<file path="src/rtl/lift_scan_ctrl.sv">
// -----------------------------------------------------------------------------
// lift_scan_ctrl
//
// Parametrised N-floor elevator controller. Car-panel and hall-call strobes are
// latched into a pending-floor bitmap, and the car serves them in SCAN order.
// While the car is moving it keeps its direction as long as there are requests
// ahead of it. When no requests remain ahead, it reverses toward the remaining
// requests. When nothing is pending, it parks in IDLE.
//
// Floor-to-floor travel takes TRAVEL_CYC cycles. The door stays open for
// DOOR_CYC cycles per stop. A repeat request for the current floor while the
// door is open restarts the door dwell.
//
// Ports
//   clk          in   system clock, rising edge
//   rst_n        in   asynchronous active-low reset
//   car_vld      in   car-panel button strobe (one cycle)
//   car_floor    in   floor requested from inside the car
//   hall_vld     in   hall-call button strobe (one cycle)
//   hall_floor   in   floor on which the hall call was made
//   elev_f_o     out  current floor of the car
//   dir_o        out  00 idle, 01 up, 10 down
//   door_open_o  out  door open
//   busy_o       out  controller is not idle
//   pending_o    out  registered pending-request bitmap
//   req_err_o    out  one-cycle pulse: out-of-range floor requested
// -----------------------------------------------------------------------------
module lift_scan_ctrl #(
  parameter int NUM_FLOORS = 8,
  parameter int FLOOR_W    = 3,
  parameter int TRAVEL_CYC = 4,
  parameter int DOOR_CYC   = 6
) (
  input  logic                  clk,
  input  logic                  rst_n,
  input  logic                  car_vld,
  input  logic [FLOOR_W-1:0]    car_floor,
  input  logic                  hall_vld,
  input  logic [FLOOR_W-1:0]    hall_floor,
  output logic [FLOOR_W-1:0]    elev_f_o,
  output logic [1:0]            dir_o,
  output logic                  door_open_o,
  output logic                  busy_o,
  output logic [NUM_FLOORS-1:0] pending_o,
  output logic                  req_err_o
);

  localparam int MAX_CYC = (TRAVEL_CYC > DOOR_CYC) ? TRAVEL_CYC : DOOR_CYC;
  localparam int CNT_W   = (MAX_CYC > 1) ? $clog2(MAX_CYC) : 1;

  // Counters load N-1 and the event fires on the edge where they read zero,
  // which gives exactly N cycles in the phase.
  localparam logic [CNT_W-1:0]   TRAVEL_LOAD = CNT_W'(TRAVEL_CYC - 1);
  localparam logic [CNT_W-1:0]   DOOR_LOAD   = CNT_W'(DOOR_CYC - 1);
  localparam logic [FLOOR_W:0]   FLOOR_LIMIT = (FLOOR_W + 1)'(NUM_FLOORS);

  typedef enum logic [1:0] {
    ST_IDLE = 2'd0,
    ST_MOVE = 2'd1,
    ST_DOOR = 2'd2
  } state_e;

  typedef enum logic [1:0] {
    DIR_NONE = 2'b00,
    DIR_UP   = 2'b01,
    DIR_DN   = 2'b10
  } dir_e;

  state_e                  state_q, state_d;
  dir_e                    dir_q, dir_d;
  logic [FLOOR_W-1:0]      elev_f_q, elev_f_d;
  logic [CNT_W-1:0]        cnt_q, cnt_d;
  logic [NUM_FLOORS-1:0]   pending_q, pending_d;
  logic                    req_err_q, req_err_d;

  logic [NUM_FLOORS-1:0]   req_set;
  logic [NUM_FLOORS-1:0]   stop_clr;
  logic [NUM_FLOORS-1:0]   above_mask, below_mask;
  logic                    door_reload;
  logic                    any_up, any_dn;
  dir_e                    scan_dir;
  logic [FLOOR_W-1:0]      next_floor;

  // ---------------------------------------------------------------------------
  // Request capture. A press for the current floor while the door is open
  // restarts the dwell instead of queueing a stop.
  // ---------------------------------------------------------------------------
  // NOTE: every signal driven here gets a default before any branch, so a path
  // that skips an assignment cannot infer a latch.
  always_comb begin
    req_set     = '0;
    req_err_d   = 1'b0;
    door_reload = 1'b0;
    if (car_vld) begin
      if ({1'b0, car_floor} >= FLOOR_LIMIT) begin
        req_err_d = 1'b1;
      end else if (state_q == ST_DOOR && car_floor == elev_f_q) begin
        door_reload = 1'b1;
      end else begin
        req_set[car_floor] = 1'b1;
      end
    end
    if (hall_vld) begin
      if ({1'b0, hall_floor} >= FLOOR_LIMIT) begin
        req_err_d = 1'b1;
      end else if (state_q == ST_DOOR && hall_floor == elev_f_q) begin
        door_reload = 1'b1;
      end else begin
        req_set[hall_floor] = 1'b1;
      end
    end
  end

  // ---------------------------------------------------------------------------
  // Masks of floors strictly above and below the car.
  // ---------------------------------------------------------------------------
  always_comb begin
    above_mask = '0;
    below_mask = '0;
    for (int i = 0; i < NUM_FLOORS; i++) begin
      above_mask[i] = (i > int'(elev_f_q));
      below_mask[i] = (i < int'(elev_f_q));
    end
  end

  assign any_up = |(pending_q & above_mask);
  assign any_dn = |(pending_q & below_mask);

  // The direction for the next leg keeps the current heading if work remains
  // that way. Otherwise it turns toward whatever is left. With no heading,
  // up is preferred.
  always_comb begin
    scan_dir = DIR_NONE;
    if (dir_q == DIR_DN) begin
      if (any_dn)      scan_dir = DIR_DN;
      else if (any_up) scan_dir = DIR_UP;
    end else begin
      if (any_up)      scan_dir = DIR_UP;
      else if (any_dn) scan_dir = DIR_DN;
    end
  end

  assign next_floor = (dir_q == DIR_UP) ? (elev_f_q + FLOOR_W'(1))
                                        : (elev_f_q - FLOOR_W'(1));

  // ---------------------------------------------------------------------------
  // Next-state logic.
  // ---------------------------------------------------------------------------
  always_comb begin
    state_d  = state_q;
    dir_d    = dir_q;
    elev_f_d = elev_f_q;
    cnt_d    = cnt_q;
    stop_clr = '0;

    case (state_q)
      ST_IDLE: begin
        dir_d = DIR_NONE;
        if (pending_q[elev_f_q]) begin
          state_d            = ST_DOOR;
          cnt_d              = DOOR_LOAD;
          stop_clr[elev_f_q] = 1'b1;
        end else if (scan_dir != DIR_NONE) begin
          state_d = ST_MOVE;
          dir_d   = scan_dir;
          cnt_d   = TRAVEL_LOAD;
        end
      end

      ST_MOVE: begin
        if (cnt_q == '0) begin
          elev_f_d = next_floor;
          if (pending_q[next_floor]) begin
            state_d              = ST_DOOR;
            cnt_d                = DOOR_LOAD;
            stop_clr[next_floor] = 1'b1;
          end else begin
            cnt_d = TRAVEL_LOAD;
          end
        end else begin
          cnt_d = cnt_q - CNT_W'(1);
        end
      end

      ST_DOOR: begin
        if (door_reload) begin
          cnt_d = DOOR_LOAD;
        end else if (cnt_q == '0) begin
          dir_d = scan_dir;
          if (scan_dir == DIR_NONE) begin
            state_d = ST_IDLE;
          end else begin
            state_d = ST_MOVE;
            cnt_d   = TRAVEL_LOAD;
          end
        end else begin
          cnt_d = cnt_q - CNT_W'(1);
        end
      end

      default: begin
        state_d = ST_IDLE;
        dir_d   = DIR_NONE;
        cnt_d   = '0;
      end
    endcase
  end

  // A stop being opened this cycle absorbs any same-cycle press for that
  // floor, so the clear is applied after the new requests are merged in.
  assign pending_d = (pending_q | req_set) & ~stop_clr;

  // ---------------------------------------------------------------------------
  // State registers.
  // ---------------------------------------------------------------------------
  // NOTE: sequential state uses non-blocking assignments so every flop samples
  // the pre-edge values regardless of statement order.
  always_ff @(posedge clk or negedge rst_n) begin
    if (!rst_n) begin
      state_q   <= ST_IDLE;
      dir_q     <= DIR_NONE;
      elev_f_q  <= '0;
      cnt_q     <= '0;
      pending_q <= '0;
      req_err_q <= 1'b0;
    end else begin
      state_q   <= state_d;
      dir_q     <= dir_d;
      elev_f_q  <= elev_f_d;
      cnt_q     <= cnt_d;
      pending_q <= pending_d;
      req_err_q <= req_err_d;
    end
  end

  assign elev_f_o    = elev_f_q;
  assign dir_o       = dir_q;
  assign door_open_o = (state_q == ST_DOOR);
  assign busy_o      = (state_q != ST_IDLE);
  assign pending_o   = pending_q;
  assign req_err_o   = req_err_q;

endmodule

</file>
<file path="config.mk">
export PLATFORM = sky130hd
export DESIGN_NAME = lift_scan_ctrl
export DESIGN_NICKNAME = d
export VERILOG_FILES = /design/src/rtl/lift_scan_ctrl.sv
export SDC_FILE = /design/constraint.sdc
export NUM_CORES = 1
export LEC_CHECK = 0
export CORE_UTILIZATION = 50
export DETAILED_ROUTE_END_ITERATION = 10
export DONT_BUFFER_PORTS = 1
export PLACE_DENSITY = 0.7
export SYNTH_ARGS = -nofsm -noshare
export SYNTH_HDL_FRONTEND = slang
export SYNTH_SLANG_ARGS = --single-unit
</file>
<file path="constraint.sdc">
create_clock -name clk -period 2.3 [get_ports clk]
set_input_delay 0.46 -clock clk [delete_from_list [all_inputs] [get_ports clk]]
set_output_delay 0.46 -clock clk [all_outputs]
set_load 0.005 [all_outputs]
</file>
After elaboration in Yosys (flattened, before gate mapping)

Index checks and enable logic that the tools add are counted.
W data, S select, Z words.

Bits in registers: 18
Input bits: 10
Output and inout port bits: 16
Logic and storage cells: 117

Add/sub/neg operators: 3
Order comparisons: 22
Equal/unequal tests: 12
Multiplexer cells: 51
Bitwise logic cells: 7
Reduce and logical (&&, ||, !) cells: 17

Operators by type and width:

| operator             | count |
|---|---|
| $mux W8              | 7 |
| $mux W2              | 14 |
| $mux W3              | 8 |
| $and A8 B8 Y8        | 2 |
| $lt A3 B4 Y1 const B | 4 |
| $or A8 B8 Y8         | 2 |
| $pmux W8 S2          | 1 |
| $reduce_or A8 Y1     | 2 |
| $demux W1 S3         | 4 |
| $ge A3 B1 Y1 const B | 4 |
| $gt A3 B3 Y1 const A | 4 |
| $mux W1              | 12 |
| $pmux W2 S3          | 2 |
| $lt A3 B3 Y1 const A | 3 |
| $pmux W3 S3          | 1 |
| $and A8 B7 Y8        | 1 |
| $not A8 Y8           | 1 |
| $bmux W1 S3          | 2 |
| $eq A3 B3 Y1         | 2 |
| $gt A2 B3 Y1 const A | 2 |
| $logic_and A1 B1 Y1  | 6 |
| $lt A1 B3 Y1 const A | 2 |
| $lt A2 B3 Y1 const A | 2 |
| $ne A2 B2 Y1 const B | 3 |
| 15 further kinds     | 21 |

Logic depth before layout (Yosys ltp)

Gate-level depths: netlist of run 1.

Word-level depth: 11
Depth in mapped cells: 10
Depth with buffers taken out: 8

Least setup slack after synthesis of run 1

Ideal clock, no wire load.

Path kind: reg-to-reg
Start point: register elev_f_q[1] (netlist: elev_f_o[1])
End point: register cnt_q[2]
Setup time: 0.132 ns
Arrival time: 2.250 ns
Required time: 2.168 ns
Slack: -0.082 ns
Cell stages (with the launch flop): 11
Buffers on the path: 2
Period minus slack after synthesis: 2.382 ns
Path through: dfrtp_1 buf_6 inv_1 ha_1 buf_4 or4bb_1 o31ai_1 a32o_2 nor3_2 nor4b_1 o21ai_1

Cells in the longest elaborated chain, start to end: 9

Ends and longest elaborated chain:

| element                                                       | RTL line | RTL |
|---|---|---|
| start, declared                                               | 71       | `logic [FLOOR_W-1:0] elev_f_q, elev_f_d;` |
| start signal, assigned                                        | 229      | `elev_f_q <= elev_f_d;` |
| $gt A1 B3 Y1 (tied with other cells)                          | 121      | `above_mask[i] = (i > int'(elev_f_q));` |
| $and A8 B8 Y8 or $and A8 B7 Y8 (tied branches)                | 126, 127 |  |
| $reduce_or A8 Y1 (on tied branches)                           | 126, 127 |  |
| $mux W1 or $mux W2 (tied branches)                            | 136, 139 |  |
| $mux W2 (on tied branches)                                    | 135, 138 |  |
| $mux W2                                                       | 134      | `if (dir_q == DIR_DN) begin` |
| $logic_not A2 Y1 or $reduce_bool A2 Y1 (tied branches)        | 190, 163 |  |
| $ne A4 B4 Y1 (no source line) or $ne A3 B3 Y1 (tied branches) | --       |  |
| $reduce_and A2 Y1 (no source line)                            | --       |  |
| end signal, assigned                                          | 230      | `cnt_q <= cnt_d;` |
| end, declared                                                 | 72       | `logic [CNT_W-1:0] cnt_q, cnt_d;` |

Parallel ways exist; a longest one is shown, timed or not. The select of a mux whose other input is x is not followed.
A chain may end at the register's enable or synchronous reset.

Final worst setup path of run 1

Start point: register elev_f_q[1] (netlist: elev_f_o[1])
End point: register pending_q[4] (netlist: pending_o[4])

Cells in the longest elaborated chain, start to end: 11

Ends and longest elaborated chain:

| element                                                            | RTL line | RTL |
|---|---|---|
| $sub A3 B1 Y3 or $add A3 B1 Y3 (tied branches)                     | 144, 143 |  |
| $mux W3                                                            | 143      | `assign next_floor = (dir_q == DIR_UP) ? (elev_f_q + FLOOR_W'(1))` |
| $lt A3 B4 Y1 (implied by the code) or $ge A3 B1 Y1 (tied branches) | 176      | `stop_clr[next_floor] = 1'b1;` |
| $logic_and A1 B1 Y1 (implied by the code)                          | 176      |  |
| $mux W1 (implied by the code)                                      | 176      |  |
| $demux W1 S3                                                       | 176      |  |
| $mux W8                                                            | 173      | `if (pending_q[next_floor]) begin` |
| $mux W8                                                            | 171      | `if (cnt_q == '0) begin` |
| $pmux W8 S2                                                        | 156      | `case (state_q)` |
| $not A8 Y8                                                         | 211      | `assign pending_d = (pending_q \| req_set) & ~stop_clr;` |
| $and A8 B8 Y8 *                                                    | 211      |  |
| net pending_d[4]                                                   | 73       | `logic [NUM_FLOORS-1:0] pending_q, pending_d;` |
| end signal, assigned                                               | 231      | `pending_q <= pending_d;` |
| end, declared                                                      | 73       |  |

The timed path passes the listed nets; every way through them passes the cells marked *. The select of a mux whose other input is x is not followed.

==> impl_metrics.csv, run 1 <==
group,metric,value,unit
placed_design,place.gp.congestion,0.9447,
global_routing,grt_max_degree,20,
power_and_ir_drop,p_total,3244,uW
synthesis,synth-simple-area-share,28.64,%
placed_design,post_dp_cell_area,1887,um^2
synthesis,synthXorXnorAreaFrac,4.950,%
timing,fmax,441.9,MHz
routing,post_drt_wl_per_cell,19.28,um
synthesis,synthesis.nets,229,
synthesis,synth_compound_area_share,24.75,%
critical_path,rr_worst_depth,9,
synthesis,synth_adder_area_share,5.658,%
timing,hold_slack,454.0,ps
synthesis,ys_warn_count,0,
cts,htree_num_levels,1,
finish,post-route-cell-area,2056,um^2
cts,cts-root-buf,"clkbuf_4",
global_routing,grt_pass1_wl,7755,um
synthesis,muxShareOfSynthArea,3.465,%
timing,finalCritPeriodShare,98.38,%
finish,final_nets,244,
floorplan,dieWidth,61.49,um
synthesis,synth_top_family_by_area,"simple AND/OR/NAND/NOR gates",
global_routing,grt_pass1_vias,1630,
finish,drive_gt1_share,24.00,%
floorplan,die_y,61.49,um
timing,worstMarginPinSlew,889.7,ps
cts,clk_latency,300,ps
timing,slew_headroom,40.49,%
timing,tns,0,ps
timing,setup_viol,0,
placed_design,portBuffers,0,
synthesis,syn_inst,211,
critical_path,path_max_fanout,4,
placed_design,dp_slack,-46.70,ps
timing,skew,4.569,ps
critical_path,r2r-end,"pending_o[4]$_DFF_PN0_",
flow_run,maxCapViolCount,0,
critical_path,r2r_start,"elev_f_o[1]$_DFFE_PN0P_",
timing,finalHoldViolCount,0,
synthesis,synth-edff-count,0,
synthesis,synthFlopType,"dfrtp_1",
timing,setup_slack,37.24,ps
synthesis,syn_avg_cell_area,8.385,um^2
synthesis,ys_async_sr_fraction,100.0,%
critical_path,crit_path_start,"elev_f_o[1]$_DFFE_PN0P_",
cts,cts_tree,"yes",
cts,cts_sinks,18,
routing,drt-initial-drc-count,162,
routing,postRouteAntennaNets,0,
floorplan,initial_core_util,52.60,%
routing,wl,5226,um
critical_path,rrSetupSlack,40,ps
critical_path,cp-end-kind,"flop",
status,status,"complete, no violations",
critical_path,worstSetupPathType,"flop to flop",
timing,slew_viol_final,0,
finish,diodes,0,
min_path,hold_path.class,"primary input to flop",
floorplan,io_pins,26,
synthesis,syn-cell-area,1769,um^2
cts,cts.path.max_buffers,2,
routing,first_pass_iters,4,
timing,min_period,2263,ps
synthesis,synth_cell_type_count,63,
global_routing,grt.total_usage,28.14,%
critical_path,start_kind,"flop",
floorplan,dieArea,3780,um^2
routing,drc_errors,0,
synthesis,synth_seq_area_share,25.46,%
timing,rsz0062_at_grt,"true",
cts,cts_buffers,3,
critical_path,cp.required,2490,ps
critical_path,crit_end,"pending_o[4]$_DFF_PN0_",
critical_path,crit_arrival,2450,ps
cts,clk_pin_slew,110,ps
placed_design,hpwl,3829,um
synthesis,synth_seq_cells,18,
power_and_ir_drop,ir_worst_vdd,742.6,uV
power_and_ir_drop,leakage,0.0008036,uW
global_routing,antenna_found_initial,0,
routing,routed_via_density,6.546,
floorplan,core_area,3363,um^2
floorplan,rows,21,
routing,vias,1774,
power_and_ir_drop,p_per_area,1578,nW/um^2
global_routing,grt_overflow,0,
finish,area_delta_synth_final,16.20,%
critical path, cell delays in order (launching register included):
cell and delay [ps]:
dfrtp_1 450, ha_2 230, ha_4 270, buf_4 120
nor4b_1 50, a31o_2 260, a22o_4 250, nor3_4 240
buf_4 190, a31oi_2 90
how the worst min path moves through the flow:
stage	start	end	slack [ps]	cells past startpoint
floorplan	rst_n	cnt_q[0]$_DFFE_PN0P_	160	0
global placement	rst_n	elev_f_o[0]$_DFFE_PN0P_	170	0
detailed placement	rst_n	elev_f_o[0]$_DFFE_PN0P_	170	0
CTS	car_floor[2]	pending_o[2]$_DFF_PN0_	420	3
global route	car_vld	cnt_q[1]$_DFFE_PN0P_	460	2
finish	car_vld	cnt_q[1]$_DFFE_PN0P_	450	2
cell families (layout without fill, tap and decap cells):
family,Yosys count,in the layout
AO/OA/AOI/OAI,57,57
XOR/XNOR,10,10
adder cells (fa/ha/maj),8,8
buffers and inverters,22,36
flip-flops,18,18
multiplexers,6,6
other,1,1
AND/OR/NAND/NOR,89,89
flip-flops by register name, indices dropped and copies added, names as in the netlist:
name	count
pending_o	8
dir_o	2
state_q	2
cnt_q	3
elev_f_o	3
power by group:
group | switching (uW) | internal [uW]
Combinational | 1350 | 1030
Clock | 109 | 96.6
Sequential | 197 | 459
Total | 1660 | 1590
layer usage:
metal  GRT usage, %  part of all wire [%]  up-vias
met1          36.61                    39      832
met5              0                     0        -
li1               -                     -      813
met2          46.70                    49      108
met4          10.16                   3.2        0
met3          5.042                   7.9       21
Yosys cell counts, drive strengths merged, types with 2 or more instances:
cell / instances / area share, %
inv: 11 / 2.3
a211oi: 3 / 1.3
nand3b: 2 / 0.85
xnor2: 4 / 2.0
a22o: 2 / 0.99
nand2b: 6 / 2.5
nand3: 6 / 2.0
o22a: 2 / 0.99
xor2: 6 / 3.0
a31o: 2 / 0.99
a31oi: 5 / 1.8
nor4: 2 / 1.1
nor3b: 2 / 1.1
nand2: 17 / 3.6
nor2b: 8 / 2.8
o21ai: 8 / 2.3
o31ai: 3 / 1.3
dfrtp: 18 / 25
nor2: 19 / 4.0
o32ai: 5 / 2.5
nor3: 15 / 4.5
a21oi: 10 / 2.8
ha: 8 / 5.7
mux2i: 5 / 2.8
nor4b: 3 / 1.8
a311oi: 3 / 1.5
buf: 10 / 4.3
placed cells by master (no fill, tap or decap), drive strengths merged, types with 2 or more instances in the layout:
master	instances
a31o	2
nand3	6
o32ai	5
mux2i	5
nor4	2
xnor2	4
a31oi	5
dfrtp	18
o21ai	8
nor4b	3
o31ai	3
a311oi	3
a211oi	3
ha	8
xor2	6
nor3b	2
a22o	2
nand2b	6
nor2	19
nor3	15
clkbuf	4
a21oi	10
inv	11
nand3b	2
nand2	17
nor2b	8
o22a	2
buf	20
stage by stage:
| step | std cells | utilization [%] |
|---|---|---|
| final | 271 | 61.12 |
| after detailed placement | 264 | 56.10 |
| after global placement | 264 | 56.10 |
| after floorplan | 211 | - |
| after global routing | 271 | 61.12 |
| after CTS | 271 | 58.44 |
timing repair:
item / in CTS / in global routing
setup buffers: 2 / 1
hold endpoints to repair: 18 / 0
hold buffers: 1 / 0
setup endpoints to repair: 4 / 11
pin swaps: 3 / 6
resized for setup: 3 / 15
layout make-up:
class	count	area [um^2]
fillers	310	1308
multi-input cells	171	1303
flip-flops and latches	18	450.4
repair buffers	21	167.7
well taps	46	57.56
inverters	11	41.29
clock buffers	4	36.28
No activity file was read; power rests on OpenSTA's default activity.
==> inputs of run 2 (changes only) <==
--- a/config.mk
+++ b/config.mk
@@ -8,7 +8,7 @@
 export CORE_UTILIZATION = 50
 export DETAILED_ROUTE_END_ITERATION = 10
 export DONT_BUFFER_PORTS = 1
-export PLACE_DENSITY = 0.7
+export PLACE_DENSITY = 0.67
 export SYNTH_ARGS = -nofsm -noshare
 export SYNTH_HDL_FRONTEND = slang
 export SYNTH_SLANG_ARGS = --single-unit
==> constraint.sdc (replaced) <==
create_clock -name clk -period 2.15 [get_ports clk]
set_input_delay 0.43 -clock clk [delete_from_list [all_inputs] [get_ports clk]]
set_output_delay 0.43 -clock clk [all_outputs]
set_load 0.005 [all_outputs]
==> run 2 against run 1 <==
Effect of this change: the flow now finishes with violations (negative setup slack); highest routed layer unchanged; sequential power rose by 6.9%; worst setup slack got worse by 86 ps; critical endpoint is now pending_o[1]$_DFF_PN0_; combinational power rose by 24%; clock skew rose by 4.0 ps; sequential share of layout area fell by 2.1 points; sequential cell count did not move; final cell count rose by 5.2%; power rose by 19%; global-route usage fell by 0.30 points; clock power rose by 11%; register-to-register slack got worse by 90 ps; critical path type unchanged.
==> impl_metrics.csv, run 2 (same netlist as run 1, synthesis figures left out) <==
group,metric,value,unit
status,status,"finished with violations",
status,violations,"negative setup slack",
timing,fmax,454.8,MHz
min_path,hold_path.class,"primary input to flop",
critical_path,start_kind,"flop",
timing,finalHoldViolCount,0,
timing,worstMarginPinSlew,902.9,ps
finish,drive_gt1_share,34.73,%
global_routing,antenna_found_initial,0,
flow_run,maxCapViolCount,0,
power_and_ir_drop,p_total,3870,uW
power_and_ir_drop,ir_worst_vdd,918.5,uV
routing,first_pass_iters,4,
timing,skew,8.567,ps
global_routing,grt.total_usage,27.84,%
routing,wl,5209,um
critical_path,critical-path-max-stage-delay,410,ps
power_and_ir_drop,leakage,0.0009007,uW
cts,cts_buffers,3,
floorplan,dieWidth,61.49,um
finish,final_nets,258,
global_routing,use_met3,4.832,%
placed_design,dp_slack,-64.40,ps
routing,vias,1773,
cts,htree_num_levels,1,
global_routing,grt_pass1_wl,7769,um
global_routing,grt_max_degree,21,
global_routing,grt_pass1_vias,1628,
finish,multi_input_area,1408,um^2
placed_design,portBuffers,0,
finish,mostFrequentLayoutCell,"buf_4",
global_routing,met2_usage,46.54,%
finish,diodes,0,
floorplan,core_area,3363,um^2
timing,finalCritPeriodShare,102.3,%
critical_path,crit_arrival,2430,ps
cts,clk_pin_slew,130,ps
routing,drt-initial-drc-count,142,
timing,setup_viol,5,
global_routing,grt_overflow,0,
cts,cts.path.max_buffers,2,
finish,final_cell_mix,"buf_4, nor2_1, dfrtp_1",
cts,clk_latency,310,ps
cts,cts_sinks,18,
cts,cts_tree,"yes",
finish,fillers,281,
routing,routed_via_density,6.221,
finish,area_delta_synth_final,28.71,%
timing,setup_slack,-48.78,ps
floorplan,initial_core_util,52.60,%
finish,largest_register_ffs,8,
floorplan,rows,21,
floorplan,dieArea,3780,um^2
timing,slew_viol_final,0,
global_routing,use_met1,37.89,%
critical_path,cp_common_cell,"buf_4",
critical_path,crit_slowest_cell,"dfrtp_1",
finish,fin_util,67.71,%
critical_path,cp.required,2380,ps
placed_design,hpwl,3905,um
critical_path,worst-path-buf-inv,4,
routing,post_drt_wl_per_cell,18.28,um
critical_path,path_max_fanout,7,
power_and_ir_drop,p_per_area,1699,nW/um^2
critical_path,path_cells,"buf_6, inv_4, ha_4, buf_4, nor4bb_2, a31o_2, a22o_4, nor4_2, buf_4, a211oi_2",
timing,rsz0062_at_grt,"true",
critical_path,crit_family,"compound AO/OA/AOI/OAI gates",
routing,postRouteAntennaNets,0,
critical_path,cp-end-kind,"flop",
timing,slew_headroom,39.61,%
floorplan,die_y,61.49,um
cts,cts-root-buf,"clkbuf_4",
global_routing,gr-max-usage-layer,"met2",
routing,drc_errors,0,
placed_design,place.gp.congestion,0.8669,
timing,min_period,2199,ps
floorplan,io_pins,26,
finish,regArea,450.4,um^2
critical_path,worstSetupPathType,"flop to flop",
-- run 2: metal layers --
| layer | up-vias | part of all wire, % |
|---|---|---|
| li1 | 840 | - |
| met1 | 870 | 42 |
| met2 | 59 | 51 |
| met3 | 4 | 6.1 |
| met4 | 0 | 0.65 |
| met5 | - | 0 |
-- run 2: final timing paths --
kind	start	endpoint	slack (ps)	cells past startpoint
setup / recovery	elev_f_o[1]$_DFFE_PN0P_	pending_o[1]$_DFF_PN0_	-50	10
hold / removal	car_floor[2]	pending_o[2]$_DFF_PN0_	400	3
setup reg to reg	elev_f_o[1]$_DFFE_PN0P_	pending_o[1]$_DFF_PN0_	-50	10
hold reg to reg	cnt_q[0]$_DFFE_PN0P_	cnt_q[0]$_DFFE_PN0P_	550	1
max in group asynchronous	rst_n	state_q[0]$_DFFE_PN0P_	910	1
min in group asynchronous	rst_n	pending_o[5]$_DFF_PN0_	680	1
-- run 2: layout make-up --
type / instances / area share (%)
inverter: 11 / 2.143
multi-input combinational: 171 / 61.81
sequential: 18 / 19.78
clock buffer: 4 / 1.593
tap: 46 / 2.527
timing repair buffer: 35 / 12.14
-- run 2: report_power, final --
part,switching (uW),internal [uW],total (uW)
sequential,210,491,701
combinational,1560,1380,2940
clock,125,103,228
-- run 2: repair_timing --
action                                  CTS  global route
setup buffers                             1             4
resized for setup                         8            28
endpoints found under the setup margin    9            15
pin swaps                                 4            13
endpoints found under the hold margin    18             0
hold buffers                              1             0
-- run 2: worst reg2reg max path, cell delays in order, from the launching register on --
cell      delay (ps)
dfrtp_1          410
buf_6            160
inv_4             50
ha_4             250
buf_4            130
nor4bb_2         330
a31o_2           190
a22o_4           180
nor4_2            40
buf_4            160
a211oi_2         220
-- run 2: stage by stage --
stage                     setup TNS [ps]  cell area [um^2]  cells  hold WS, ps
after global placement                 0              2008    275        135.0
after floorplan                   -33.76              1817    211        134.4
final                             -111.2              2277    285        401.2
after global routing              -889.4              2277    285        428.1
after detailed placement          -128.0              2008    275        135.0
after CTS                         -20.16              2103    281        381.4
